==> config.mk <==
export PLATFORM = sky130hd
export DESIGN_NAME = float_classify_stream
export DESIGN_NICKNAME = d
export VERILOG_FILES = /design/src/rtl/float_classify_stream_pkg.sv /design/src/rtl/float_class_comb.sv /design/src/rtl/float_classify_stream.sv
export SDC_FILE = /design/constraint.sdc
export NUM_CORES = 1
export LEC_CHECK = 0
export BUFFER_PORTS_ARGS = -buffer_cell sky130_fd_sc_hd__buf_2
export CORE_ASPECT_RATIO = 0.7
export CORE_UTILIZATION = 24
export DETAILED_ROUTE_END_ITERATION = 16
export MAX_ROUTING_LAYER = met4
export PLACE_DENSITY_LB_ADDON = 0.2
export SLEW_MARGIN = 20
export SYNTH_ARGS = -nofsm -noshare
export SYNTH_HDL_FRONTEND = slang
export SYNTH_SLANG_ARGS = --single-unit
==> constraint.sdc <==
create_clock -name clk -period 3.3 [get_ports clk]
set_clock_uncertainty 0.2 [all_clocks]
set_input_delay 0.825 -clock clk [delete_from_list [all_inputs] [get_ports clk]]
set_output_delay 0.825 -clock clk [all_outputs]
set_load 0.02 [all_outputs]
==> src/rtl/float_classify_stream_pkg.sv <==
// Shared class encoding for the streaming float classifier and its counters.
package float_classify_stream_pkg;

  localparam int NUM_CLS  = 5;
  localparam int CLS_ZERO = 0;
  localparam int CLS_NORM = 1;
  localparam int CLS_SUB  = 2;
  localparam int CLS_INF  = 3;
  localparam int CLS_NAN  = 4;

  typedef enum logic [2:0] {
    SEL_ZERO = 3'd0,
    SEL_NORM = 3'd1,
    SEL_SUB  = 3'd2,
    SEL_INF  = 3'd3,
    SEL_NAN  = 3'd4
  } cnt_sel_e;

endpackage

==> src/rtl/float_class_comb.sv <==
// Purely combinational IEEE-754-style classifier: one-hot class, sign and signalling-NaN flag.
module float_class_comb
  import float_classify_stream_pkg::*;
#(
  parameter int EXP_W = 8,
  parameter int MAN_W = 23
) (
  input  logic [EXP_W+MAN_W:0] num_i,
  output logic [NUM_CLS-1:0]   type_o,
  output logic                 sign_o,
  output logic                 snan_o
);

  logic [EXP_W-1:0] exp_f;
  logic [MAN_W-1:0] man_f;
  logic             exp_zero;
  logic             exp_ones;
  logic             man_zero;

  assign exp_f    = num_i[EXP_W+MAN_W-1 -: EXP_W];
  assign man_f    = num_i[MAN_W-1:0];
  assign exp_zero = (exp_f == '0);
  assign exp_ones = &exp_f;
  assign man_zero = (man_f == '0);
  assign sign_o   = num_i[EXP_W+MAN_W];

  always_comb begin
    type_o = '0;
    if (exp_zero && man_zero)      type_o[CLS_ZERO] = 1'b1;
    else if (exp_zero)             type_o[CLS_SUB]  = 1'b1;
    else if (exp_ones && man_zero) type_o[CLS_INF]  = 1'b1;
    else if (exp_ones)             type_o[CLS_NAN]  = 1'b1;
    else                           type_o[CLS_NORM] = 1'b1;
  end

  // Quiet NaNs carry the mantissa MSB set; a clear MSB marks a signalling NaN.
  assign snan_o = exp_ones && !man_zero && !man_f[MAN_W-1];

endmodule

==> src/rtl/float_classify_stream.sv <==
// Streaming float classifier: one-deep ready/valid output register plus saturating per-class counters.
module float_classify_stream
  import float_classify_stream_pkg::*;
#(
  parameter int EXP_W = 8,
  parameter int MAN_W = 23,
  parameter int CNT_W = 16
) (
  input  logic                 clk,
  input  logic                 reset,
  input  logic                 in_valid,
  output logic                 in_ready,
  input  logic [EXP_W+MAN_W:0] in_num,
  output logic                 out_valid,
  input  logic                 out_ready,
  output logic [NUM_CLS-1:0]   out_type,
  output logic                 out_sign,
  output logic                 out_snan,
  input  logic                 clear_cnt,
  input  logic [2:0]           cnt_sel,
  output logic [CNT_W-1:0]     cnt_val
);

  localparam logic [CNT_W-1:0] CNT_MAX = '1;

  logic [NUM_CLS-1:0] cls_type;
  logic               cls_sign;
  logic               cls_snan;
  logic               accept;

  logic               valid_q, valid_d;
  logic [NUM_CLS-1:0] type_q;
  logic               sign_q;
  logic               snan_q;
  logic [CNT_W-1:0]   cnt_q [NUM_CLS];
  logic [CNT_W-1:0]   cnt_d [NUM_CLS];

  float_class_comb #(
    .EXP_W (EXP_W),
    .MAN_W (MAN_W)
  ) u_class (
    .num_i  (in_num),
    .type_o (cls_type),
    .sign_o (cls_sign),
    .snan_o (cls_snan)
  );

  assign in_ready = !valid_q || out_ready;
  assign accept   = in_valid && in_ready;

  always_comb begin
    valid_d = valid_q;
    if (accept)         valid_d = 1'b1;
    else if (out_ready) valid_d = 1'b0;
  end

  // Clear takes priority over a same-cycle increment.
  always_comb begin
    for (int i = 0; i < NUM_CLS; i++) begin
      cnt_d[i] = cnt_q[i];
      if (clear_cnt)
        cnt_d[i] = '0;
      else if (accept && cls_type[i] && (cnt_q[i] != CNT_MAX))
        cnt_d[i] = cnt_q[i] + 1'b1;
    end
  end

  always_ff @(posedge clk) begin
    if (reset) begin
      valid_q <= 1'b0;
      type_q  <= '0;
      sign_q  <= 1'b0;
      snan_q  <= 1'b0;
      for (int i = 0; i < NUM_CLS; i++) cnt_q[i] <= '0;
    end else begin
      valid_q <= valid_d;
      if (accept) begin
        type_q <= cls_type;
        sign_q <= cls_sign;
        snan_q <= cls_snan;
      end
      for (int i = 0; i < NUM_CLS; i++) cnt_q[i] <= cnt_d[i];
    end
  end

  assign out_valid = valid_q;
  assign out_type  = type_q;
  assign out_sign  = sign_q;
  assign out_snan  = snan_q;

  always_comb begin
    cnt_val = '0;
    case (cnt_sel)
      SEL_ZERO: cnt_val = cnt_q[CLS_ZERO];
      SEL_NORM: cnt_val = cnt_q[CLS_NORM];
      SEL_SUB:  cnt_val = cnt_q[CLS_SUB];
      SEL_INF:  cnt_val = cnt_q[CLS_INF];
      SEL_NAN:  cnt_val = cnt_q[CLS_NAN];
      default:  cnt_val = '0;
    endcase
  end

endmodule

* Yosys cells after proc, flatten, opt, wreduce, memory -nomap -nowiden
Memories as Yosys holds them, arrays and structs flattened. Cells that the tools add are included.
Word-level totals: output and inout port bits 25, RAM bits 80, memories kept 1, register bits after elaboration 8
Operators by class: reduce and logical (&&, ||, !) cells 24, equal/unequal tests 9, add/subtract/negate cells 5, muxes and demuxes 31, bitwise gates (word level) 5
Memory list:
- cnt_q | words 5, width 16, rd ports 5, clocked after memory_dff 0, wr ports 5, RTL line float_classify_stream.sv:35 | logic [CNT_W-1:0] cnt_q [NUM_CLS];
Operator list (number):
- $mux 16 | 15
- $add 16x1->16 const B | 5
- $ne 16x16->1 const B | 5
- $pmux 16 s5 | 1
- $logic_not 23->1 | 1
- $logic_and 1x1->1 | 15
- $mux 1 | 13
- $logic_not 8->1 | 1
- $reduce_and 8->1 | 1
- $eq 3x2->1 const B | 2
- $or 1x1->1 | 5
- $mux 4 | 1
- $eq 3x1->1 const B | 1
- $eq 3x3->1 const B | 1
- $logic_not 1->1 | 3
- $logic_not 3->1 | 1
- $mux 2 | 1
- $reduce_bool 2->1 | 1
- $logic_or 1x1->1 | 1

* Depth between registers and ports, before layout
Gate-level depths: netlist (run 1).
word-level depth 10, depth in mapped cells 9, mapped depth without buffers 6

* Cells and area by module
A second synthesis (run 1) with hierarchy kept.
Second synthesis, totals: cells, all modules 647, area, all modules 5286.3 µm²
Modules (own cells, without submodules):
- float_classify_stream | times used 1, sequential area each 1761.7 µm², cells each 624, area each 5128.7 µm²
- float_class_comb | times used 1, sequential area each 0.0 µm², cells each 23, area each 157.7 µm²

* Worst setup path after synthesis (run 1)
No wires, ideal clock.
kind input-to-output, start point in cnt_sel[2], end point out cnt_val[10], stages 6, arrival 2.288 ns, data required time 2.275 ns, path slack -0.013 ns, path through clkbuf_1 > clkbuf_1 > mux2i_1 > nor2_1 > a21oi_1 > o22ai_1
Between the ends: longest elaborated chain between the ends 2
RTL lines:
- from (decl) | RTL line float_classify_stream.sv:20 | input logic [2:0] cnt_sel,
- $eq 3x3->1 (tied with other cells) | RTL line float_classify_stream.sv:93 | case (cnt_sel)
- $pmux 16 s5 (*) | RTL line float_classify_stream.sv:93
- to (decl) | RTL line float_classify_stream.sv:21 | output logic [CNT_W-1:0] cnt_val
Every way passes the cells marked *; elsewhere a longest branch is shown, timed or not.

* Worst setup path in the final report (run 1)
start point in cnt_sel[2], end point out cnt_val[1]
Same word-level chain as after synthesis.

==> results of run 1 <==
registers in the layout, summed over array words and instances (netlist names):
| name | flops |
|---|---|
| cnt_q | 80 |
| out_sign | 1 |
| out_snan | 1 |
| out_type | 5 |
| out_valid | 1 |
tightest hold or removal path, cell delays in order (launching register included):
cell and delay [ns]:
dfxtp_1 0.32, nand2_1 0.05, a21oi_1 0.05
final cells by class:
cell class | count | area (µm²)
fillers | 2387 | 15400
multi-input cells | 514 | 3320
flip-flops and latches | 88 | 1760
repair buffers | 87 | 543
well taps | 282 | 353
clock buffers | 10 | 229
clock inverters | 6 | 68.8
inverters | 11 | 41.3
logic make-up (layout without fill, tap and decap cells):
| kind of cell | count (synthesis) | count (layout) | synth area share, % |
|---|---|---|---|
| AOI/OAI and AO/OA | 189 | 189 | 22.7 |
| adders and majority gates | 5 | 5 | 1.17 |
| muxes | 38 | 38 | 7.15 |
| and+or+nand+nor | 277 | 277 | 30.3 |
| xor gates and xnor gates | 5 | 5 | 0.820 |
| buffers and inverters | 56 | 114 | 4.88 |
| DFF | 88 | 88 | 33.0 |
synthesized netlist by cell type, types with 9 or more instances:
cell type  instances  area (µm²)
dfxtp_1           88        1760
a21oi_1           77         385
nand2_1           46         173
nor2_1            43         161
nand3_1           40         200
mux2i_1           37         370
clkbuf_1          32         120
or4_1             32         240
o31ai_1           31         233
nand4_1           21         131
and3_1            17         106
nor4_1            16         100
o21ai_0           16        80.1
o22ai_1           16         100
or3_1             16         100
inv_1             11        41.3
nor3_1             9        45.0
o41ai_1            9        78.8
metal layers:
| layer | up-vias | track usage (%) | part of all wire (%) |
|---|---|---|---|
| met5 | - | - | 0 |
| met4 | 0 | 3.92 | 0.83 |
| met3 | 12 | 2.96 | 5.8 |
| met2 | 188 | 21.3 | 39 |
| met1 | 2529 | 25.5 | 55 |
| li1 | 2679 | - | - |
where the power goes:
part	internal (mW)	switching (mW)
Clock	0.593	0.485
Sequential	1.06	0.00244
Combinational	0.0547	0.0895
Total	1.71	0.577
metrics by stage:
step	cell area (µm²)	total power, mW
after CTS	6310	2.32
after global placement	6010	1.24
after floorplan	5340	1.17
after detailed placement	6010	1.24
final	6310	2.29
after global routing	6310	2.37
worst max path at each step:
| stage | start | to | slack [ns] | cells after the start |
|---|---|---|---|---|
| 6_report | cnt_sel[2] | cnt_val[1] | 0.23 | 6 |
| 5_1_grt | cnt_sel[2] | cnt_val[1] | 0.09 | 6 |
| 4_1_cts | cnt_sel[2] | cnt_val[11] | 0.23 | 6 |
| 3_5_place_dp | in_num[2] | cnt_q[0][15]$_SDFFE_PP0P_ | 0.20 | 6 |
| 3_3_place_gp | in_num[2] | cnt_q[0][14]$_SDFFE_PP0P_ | 0.23 | 6 |
| 2_1_floorplan | cnt_sel[2] | cnt_val[10] | 0.11 | 6 |
==> impl_metrics.tcl, run 1 <==
set metrics [dict create \
    status "finished, final reports clean" \
    worst_pin_slew_ns 0.753 \
    root_buffer "clkbuf_16" \
    critPathMaxFanout 19 \
    wirelength_um 18000 \
    dp.cells 982 \
    hold_buffers 0 \
    finalCritPeriodShare_pct 93.1 \
    crit_type "input port to primary output" \
    drc_errors 0 \
    vdd_drop_max_v 0.000230 \
    grt_max_degree 31 \
    setup_viol 0 \
    syn2layout_area_growth_pct 18.3 \
    place_hpwl_um 13400 \
    synth-edff-count 0 \
    holdPathStages 2 \
    vias 5408 \
    ys.flop_type "dfxtp_1" \
    clock_latency_ns 0.35 \
    rsz0062_at_grt "no" \
    maxSlewViolCount 0 \
    cpMostUsedCell "buf_2" \
    syn-num-nets 703 \
    final.setup.tns_ns 0 \
    max_cap_viol_count 0 \
    fmax_mhz 325 \
    cts_tree "yes" \
    die_h_um 127 \
    crit_family "buffers and inverters" \
    grt_use_total_pct 16.5 \
    initial_core_util_pct 24.6 \
    fin_ws_ns 0.226 \
    antenna_found_initial 0 \
    firstDrtPassIters 5 \
    cts_made_buffers 9 \
    yosys_warnings 0 \
    grt_pass1_vias 4851 \
    endpoint_kind "primary output" \
    ys_ff_latch 88 \
    r2r-start "cnt_q[0][49]$_SDFFE_PP0P_" \
    min_from "out_type[4]$_SDFFE_PP0P_" \
    overflow 0 \
    clkTransAtPathRegs_ns 0.08 \
    io_pins 65 \
    period_needed_ns 3.07 \
    io_buffer_count 64 \
    mostFrequentLayoutCells "dfxtp_1 (88), a21oi_1 (77), buf_2 (64)" \
    routabilityCongestion 0.848 \
    layout_commonest_cell "dfxtp_1" \
    htree_levels 3 \
    hold_viol 0 \
    coreArea_mm2 0.0217 \
    syn_area_mm2 0.00534 \
    cts.path.max_buffers 2 \
    die_x_um 180 \
    worst_hold_path_type "register to register" \
    routedWlPerCell_um 18.0 \
    yosysSeqAreaShare_pct 33.0 \
    power.leakage_nw 2.07 \
    powerDensity_mw_per_mm2 363 \
    cts_num_sinks 88 \
    postCtsSetupBuffers 0 \
    syn_inst 658 \
    drt_iter0_markers 429 \
    async_reset_ff_share_pct 0 \
    avgSynthCellArea_um2 8.11 \
    crit_chain "buf_2 > nor2b_1 > buf_4 > a21oi_1 > o22ai_1 > buf_2" \
    final_antenna_net_count 0 \
    worst_r2r_path_depth 6 \
    grt_first_pass_wirelength_um 28400 \
    r2r_end "cnt_q[0][57]$_SDFFE_PP0P_" \
    post-route-util_pct 29.0 \
    r2r_setup_slack_ns 0.85 \
    diodes 0 \
    via_per_inst 5.42 \
    rows 45 \
    dp_slack_ns 0.198 \
    max_slew_margin_pct 49.6 \
    ctsResizeCount 0 \
    slowest_delay_ns 0.40 \
    num-nets-final 756 \
    drive_above_1_share_pct 17.7 \
    crit_slowest_cell "buf_2" \
    start_kind "input port" \
    required_ns 2.27 \
    worstPathArrival_ns 2.05 \
    instances_no_fill 998 \
    yosysUniqueCellTypes 61 \
    whs_endpoint "out_type[4]$_SDFFE_PP0P_" \
    dieArea_mm2 0.0228 \
    path_buf_inv 3 \
    fin_hold_ws_ns 0.267 \
]
(Power assumes the default switching activity.)
==> inputs of run 2 (changes only) <==
--- a/config.mk
+++ b/config.mk
@@ -5,9 +5,11 @@
 export SDC_FILE = /design/constraint.sdc
 export NUM_CORES = 1
 export LEC_CHECK = 0
+export ABC_CLOCK_PERIOD_IN_PS = 3300
 export BUFFER_PORTS_ARGS = -buffer_cell sky130_fd_sc_hd__buf_2
 export CORE_ASPECT_RATIO = 0.7
 export CORE_UTILIZATION = 24
+export CTS_BUF_LIST = sky130_fd_sc_hd__clkbuf_4 sky130_fd_sc_hd__clkbuf_8
 export DETAILED_ROUTE_END_ITERATION = 16
 export MAX_ROUTING_LAYER = met4
 export PLACE_DENSITY_LB_ADDON = 0.2
==> constraint.sdc (replaced) <==
create_clock -name clk -period 3.3 [get_ports clk]
set_clock_uncertainty 0.2 [all_clocks]
set_input_delay 0.33 -clock clk [delete_from_list [all_inputs] [get_ports clk]]
set_output_delay 0.33 -clock clk [all_outputs]
set_load 0.02 [all_outputs]
==> run 2 against run 1 <==
  * First-iteration DRC count fell by 3.7%
  * Cell count is 1.2% lower
  * Count of clock-buffer cells in the layout stayed put
  * Core utilization fell by 0.82 points
  * Largest cell class unchanged
  * Largest power group is now registers
  * Non-clock buffer count fell by 11
  * Critical path type is now register to register
  * Register-to-register slack worse by 0.095 ns
  * Maximum frequency is 21% higher
  * Die area is the same
  * Final area is 2.8% lower
==> impl_metrics.tcl, run 2 (synthesis gave the netlist of run 1 again) <==
set metrics [dict create \
    status "finished, final reports clean" \
    coreArea_mm2 0.0217 \
    dieArea_mm2 0.0228 \
    htree_levels 3 \
    required_ns 3.34 \
    grt_use_total_pct 16.0 \
    met3_usage_pct 2.84 \
    r2r_end "cnt_q[0][15]$_SDFFE_PP0P_" \
    drt_iter0_markers 413 \
    r2r-start "cnt_q[0][0]$_SDFFE_PP0P_" \
    cts.path.max_buffers 2 \
    critPathMaxFanout 12 \
    syn2layout_area_growth_pct 14.9 \
    antenna_found_initial 0 \
    rsz0062_at_grt "no" \
    holdPathStages 3 \
    drive_above_1_share_pct 16.3 \
    drc_errors 0 \
    grt_first_pass_wirelength_um 27400 \
    met1_usage_pct 24.6 \
    final.setup.tns_ns 0 \
    powerDensity_mw_per_mm2 348 \
    mostFrequentLayoutCells "dfxtp_1 (88), a21oi_1 (77), buf_2 (64)" \
    io_pins 65 \
    overflow 0 \
    worst_pin_slew_ns 0.794 \
    vias 5221 \
    setup.worst_path.end "cnt_q[0][15]$_SDFFE_PP0P_" \
    via_per_inst 5.30 \
    place_hpwl_um 13000 \
    r2r_setup_slack_ns 0.75 \
    rows 45 \
    power.leakage_nw 1.97 \
    largest_reg_flops 80 \
    critical_path.startpoint "cnt_q[0][0]$_SDFFE_PP0P_" \
    crit_type "register to register" \
    fmax_mhz 393 \
    largest_register "cnt_q" \
    cts_tree "yes" \
    firstDrtPassIters 4 \
    initial_core_util_pct 24.6 \
    clkTransAtPathRegs_ns 0.09 \
    wirelength_um 17400 \
    grt_max_degree 34 \
    ctsResizeCount 0 \
    max_slew_margin_pct 46.7 \
    worstPathArrival_ns 2.58 \
    vdd_drop_max_v 0.000173 \
    diodes 0 \
    routedWlPerCell_um 17.6 \
    worst_r2r_path_depth 7 \
    clock_latency_ns 0.39 \
    start_kind "register" \
    maxSlewViolCount 0 \
    postCtsSetupBuffers 0 \
    root_buffer "clkbuf_8" \
    worst_hold_path_type "input port to register" \
    io_buffer_count 64 \
    layout_commonest_cell "dfxtp_1" \
    hold_buffers 1 \
    num-nets-final 745 \
    busiest_layer "met1" \
    use_met2_pct 20.7 \
    cts_made_buffers 9 \
    routabilityCongestion 0.844 \
    die_x_um 180 \
    period_needed_ns 2.55 \
    final_antenna_net_count 0 \
    cts_num_sinks 88 \
    endpoint_kind "register" \
    die_h_um 127 \
    grt_pass1_vias 4692 \
    max_cap_viol_count 0 \
    setup_viol 0 \
    fin_hold_ws_ns 0.0618 \
    finalCritPeriodShare_pct 77.1 \
    hold_viol 0 \
]
## run 2: cell types whose count changed in the layout (fill, tap and decap cells not counted), sizes merged
cell	delta
clkinv	-2
bufinv	+2
dlygate4sd3	+1
inv	-1
buf	-12
## run 2: worst min path at each step
stage | startpoint | end | slack, ns
after floorplan | cnt_q[0][21]$_SDFFE_PP0P_ | cnt_q[0][21]$_SDFFE_PP0P_ | 0.26
after global placement | out_type[3]$_SDFFE_PP0P_ | out_type[3]$_SDFFE_PP0P_ | 0.25
after detailed placement | out_type[2]$_SDFFE_PP0P_ | out_type[2]$_SDFFE_PP0P_ | 0.25
after CTS | in_valid | out_sign$_SDFFE_PP0P_ | 0.05
after global routing | in_valid | out_sign$_SDFFE_PP0P_ | 0.06
final | in_valid | out_sign$_SDFFE_PP0P_ | 0.06
## run 2: stage by stage
| step | total power, mW | worst slack [ns] | cells | utilization (%) | cell area (µm²) |
|---|---|---|---|---|---|
| floorplan | 1.17 | 0.977 | 658 | - | 5340 |
| global placement | 1.22 | 0.784 | 970 | 27.1 | 5890 |
| detailed placement | 1.22 | 0.779 | 970 | 27.1 | 5890 |
| CTS | 2.17 | 0.808 | 986 | 28.2 | 6130 |
| global route | 2.21 | 0.619 | 986 | 28.2 | 6130 |
| finish | 2.13 | 0.755 | 986 | 28.2 | 6130 |
## run 2: layout make-up
cell class	count	area [µm²]
clock inverter	5	106
sequential	88	1760
fill	2386	15600
timing repair buffer	76	425
inverter	11	41.3
tap	282	353
clock buffer	10	131
multi-input combinational	514	3320
## run 2: layer usage
metal	part of all wire (%)	vias up
met5	0	-
met2	38	147
met3	4.6	13
li1	-	2650
met1	56	2411
met4	1.2	0
## run 2: worst max-delay path: stages, from the launching register on
cell	delay (ns)
dfxtp_1	0.40
ha_1	0.19
inv_1	0.07
or4_1	0.58
nor2_1	0.49
buf_4	0.29
or4_1	0.13
a21oi_1	0.05
## run 2: report_power, final
group	switching, mW	internal, mW
Clock	0.427	0.509
Combinational	0.0849	0.0467
Sequential	0.00254	1.06
==> inputs of run 3 (changes only) <==
--- a/config.mk
+++ b/config.mk
@@ -5,7 +5,7 @@
 export SDC_FILE = /design/constraint.sdc
 export NUM_CORES = 1
 export LEC_CHECK = 0
-export ABC_CLOCK_PERIOD_IN_PS = 3300
+export ABC_CLOCK_PERIOD_IN_PS = 2500
 export BUFFER_PORTS_ARGS = -buffer_cell sky130_fd_sc_hd__buf_2
 export CORE_ASPECT_RATIO = 0.7
 export CORE_UTILIZATION = 24
==> constraint.sdc (replaced) <==
create_clock -name clk -period 2.5 [get_ports clk]
set_clock_uncertainty 0.2 [all_clocks]
set_input_delay 0.25 -clock clk [delete_from_list [all_inputs] [get_ports clk]]
set_output_delay 0.25 -clock clk [all_outputs]
set_load 0.02 [all_outputs]
==> run 3 against run 2 <==
  * Setup slack lost 0.61 ns
  * Die area is the same
  * Combinational power grew 38%
  * Power grew 25%
  * Highest routed layer unchanged
==> impl_metrics.tcl, run 3 (synthesis gave the netlist of run 1 again) <==
set metrics [dict create \
    place_hpwl_um 13400 \
    power.leakage_nw 2.18 \
    cts_made_buffers 9 \
    routabilityCongestion 0.851 \
    routedWlPerCell_um 17.5 \
    r2r_end "cnt_q[0][55]$_SDFFE_PP0P_" \
    wirelength_um 17900 \
    mostFrequentLayoutCells "dfxtp_1 (88), a21oi_1 (77), buf_2 (64)" \
    grt_pass1_vias 4830 \
    die_h_um 127 \
    required_ns 2.60 \
    num-nets-final 784 \
    slowest_delay_ns 0.54 \
    status "finished, final reports clean" \
    overflow 0 \
    worst_pin_slew_ns 0.818 \
    top_layer "met4" \
    route.met2.wl_um 6890 \
    swShare_pct 25.6 \
    grt_first_pass_wirelength_um 28200 \
    vias 5337 \
    endpoint_kind "register" \
    max_slew_margin_pct 45.1 \
    crit_family "simple AND/OR/NAND/NOR gates" \
    rsz0062_at_grt "no" \
    antenna_found_initial 0 \
    root_buffer "clkbuf_8" \
    cts_tree "yes" \
    via_per_inst 5.20 \
    wl_met1_um 10000 \
    finalCritPeriodShare_pct 94.3 \
    htree_levels 3 \
    r2r_setup_slack_ns 0.20 \
    critPathMaxFanout 24 \
    drive_above_1_share_pct 20.7 \
    holdPathStages 3 \
    clkPwrFrac_pct 40.3 \
    worst_r2r_path_depth 6 \
    crit_slowest_cell "or4_1" \
    fmax_mhz 424 \
    grt_use_total_pct 16.3 \
    vdd_drop_max_v 0.000285 \
    drc_errors 0 \
    max_cap_viol_count 0 \
    clkTransAtPathRegs_ns 0.10 \
    met3_length_um 885 \
    cts.path.max_buffers 2 \
    post-route-util_pct 29.6 \
    coreArea_mm2 0.0217 \
    worstPathArrival_ns 2.45 \
    start_kind "input port" \
    powerDensity_mw_per_mm2 413 \
    whs_endpoint "out_valid$_SDFFE_PP0P_" \
    io_buffer_count 64 \
    initial_core_util_pct 24.6 \
    layout_commonest_cell "dfxtp_1" \
    diodes 0 \
    switchingPower_mw 0.683 \
    drt_iter0_markers 341 \
    path_buf_inv 2 \
    nFillCells 2379 \
    largest_register "cnt_q" \
    crit_chain "dlygate4sd3_1 > buf_2 > nor4_2 > nand4_2 > or3_4 > or4_1 > a21oi_1" \
    largest_reg_flops 80 \
    syn2layout_area_growth_pct 20.7 \
    grt_max_degree 38 \
    firstDrtPassIters 5 \
    final_antenna_net_count 0 \
    rows 45 \
    maxSlewViolCount 0 \
    min_from "in_valid" \
    internal_power_mw 1.98 \
    worst_hold_path_type "input port to register" \
    seq_power_share_pct 52.8 \
    cts_num_sinks 88 \
    r2r-start "cnt_q[0][48]$_SDFFE_PP0P_" \
    die_x_um 180 \
    io_pins 65 \
    clock_latency_ns 0.37 \
    p_comb_share_pct 6.8 \
    crit_type "input port to register" \
    period_needed_ns 2.36 \
    final.setup.tns_ns 0 \
    dieArea_mm2 0.0228 \
    hold_viol 0 \
    setup_viol 0 \
]
-- run 3: metrics by stage --
| step | cell area [µm²] | cells | power, mW | hold WS [ns] | setup WS [ns] |
|---|---|---|---|---|---|
| 3_3_place_gp | 6200 | 1007 | 1.62 | 0.255 | 0.121 |
| 6_report | 6440 | 1026 | 2.66 | 0.0351 | 0.143 |
| 5_1_grt | 6440 | 1026 | 2.78 | 0.0206 | 0.0136 |
| 2_1_floorplan | 5340 | 658 | 1.54 | 0.198 | 0.199 |
| 4_1_cts | 6440 | 1026 | 2.71 | 0.00556 | 0.149 |
| 3_5_place_dp | 6200 | 1007 | 1.62 | 0.251 | 0.0865 |
-- run 3: power groups by stage --
stage	combinational (mW)	sequential [mW]	clock, mW
floorplan	0.0948	1.44	0
global placement	0.177	1.44	0
detailed placement	0.178	1.44	0
CTS	0.182	1.41	1.12
global route	0.197	1.41	1.17
finish	0.182	1.41	1.07
-- run 3: final cells by class --
cell class / instances / area (µm²) / area share [%]
clock buffers: 11 / 145 / 2.25
clock inverters: 5 / 63.8 / 0.990
inverters: 11 / 41.3 / 0.641
multi-input cells: 514 / 3320 / 51.5
flip-flops and latches: 88 / 1760 / 27.3
well taps: 282 / 353 / 5.48
repair buffers: 115 / 761 / 11.8
-- run 3: worst register-to-register path, delay by kind of cell (launching register included) --
family	cells	cell delay, ns
fa+ha+maj	1	0.24
flops	1	0.33
compound gates	1	0.15
simple gates	4	1.32
-- run 3: per-layer routing --
| metal | up-vias | global-route usage, % |
|---|---|---|
| li1 | 2737 | - |
| met1 | 2460 | 25.1 |
| met2 | 126 | 21.2 |
| met3 | 14 | 3.36 |
| met4 | 0 | 3.12 |
| met5 | - | - |
-- run 3: how the worst max path moves through the flow --
stage	startpoint	cells after the start	to	slack, ns
after floorplan	out_valid$_SDFFE_PP0P_	7	cnt_q[0][2]$_SDFFE_PP0P_	0.20
after global placement	in_num[24]	6	cnt_q[0][4]$_SDFFE_PP0P_	0.12
after detailed placement	in_num[24]	6	cnt_q[0][14]$_SDFFE_PP0P_	0.09
after CTS	in_num[22]	7	cnt_q[0][15]$_SDFFE_PP0P_	0.15
after global routing	in_num[22]	7	cnt_q[0][4]$_SDFFE_PP0P_	0.01
final	in_num[22]	7	cnt_q[0][15]$_SDFFE_PP0P_	0.14
-- run 3: what timing repair did --
item | CTS | global route
buffers inserted | 0 | 0
hold buffers | 3 | 0
setup endpoints to repair | 0 | 5
resized for setup | 0 | 1
hold endpoints to repair | 2 | 0
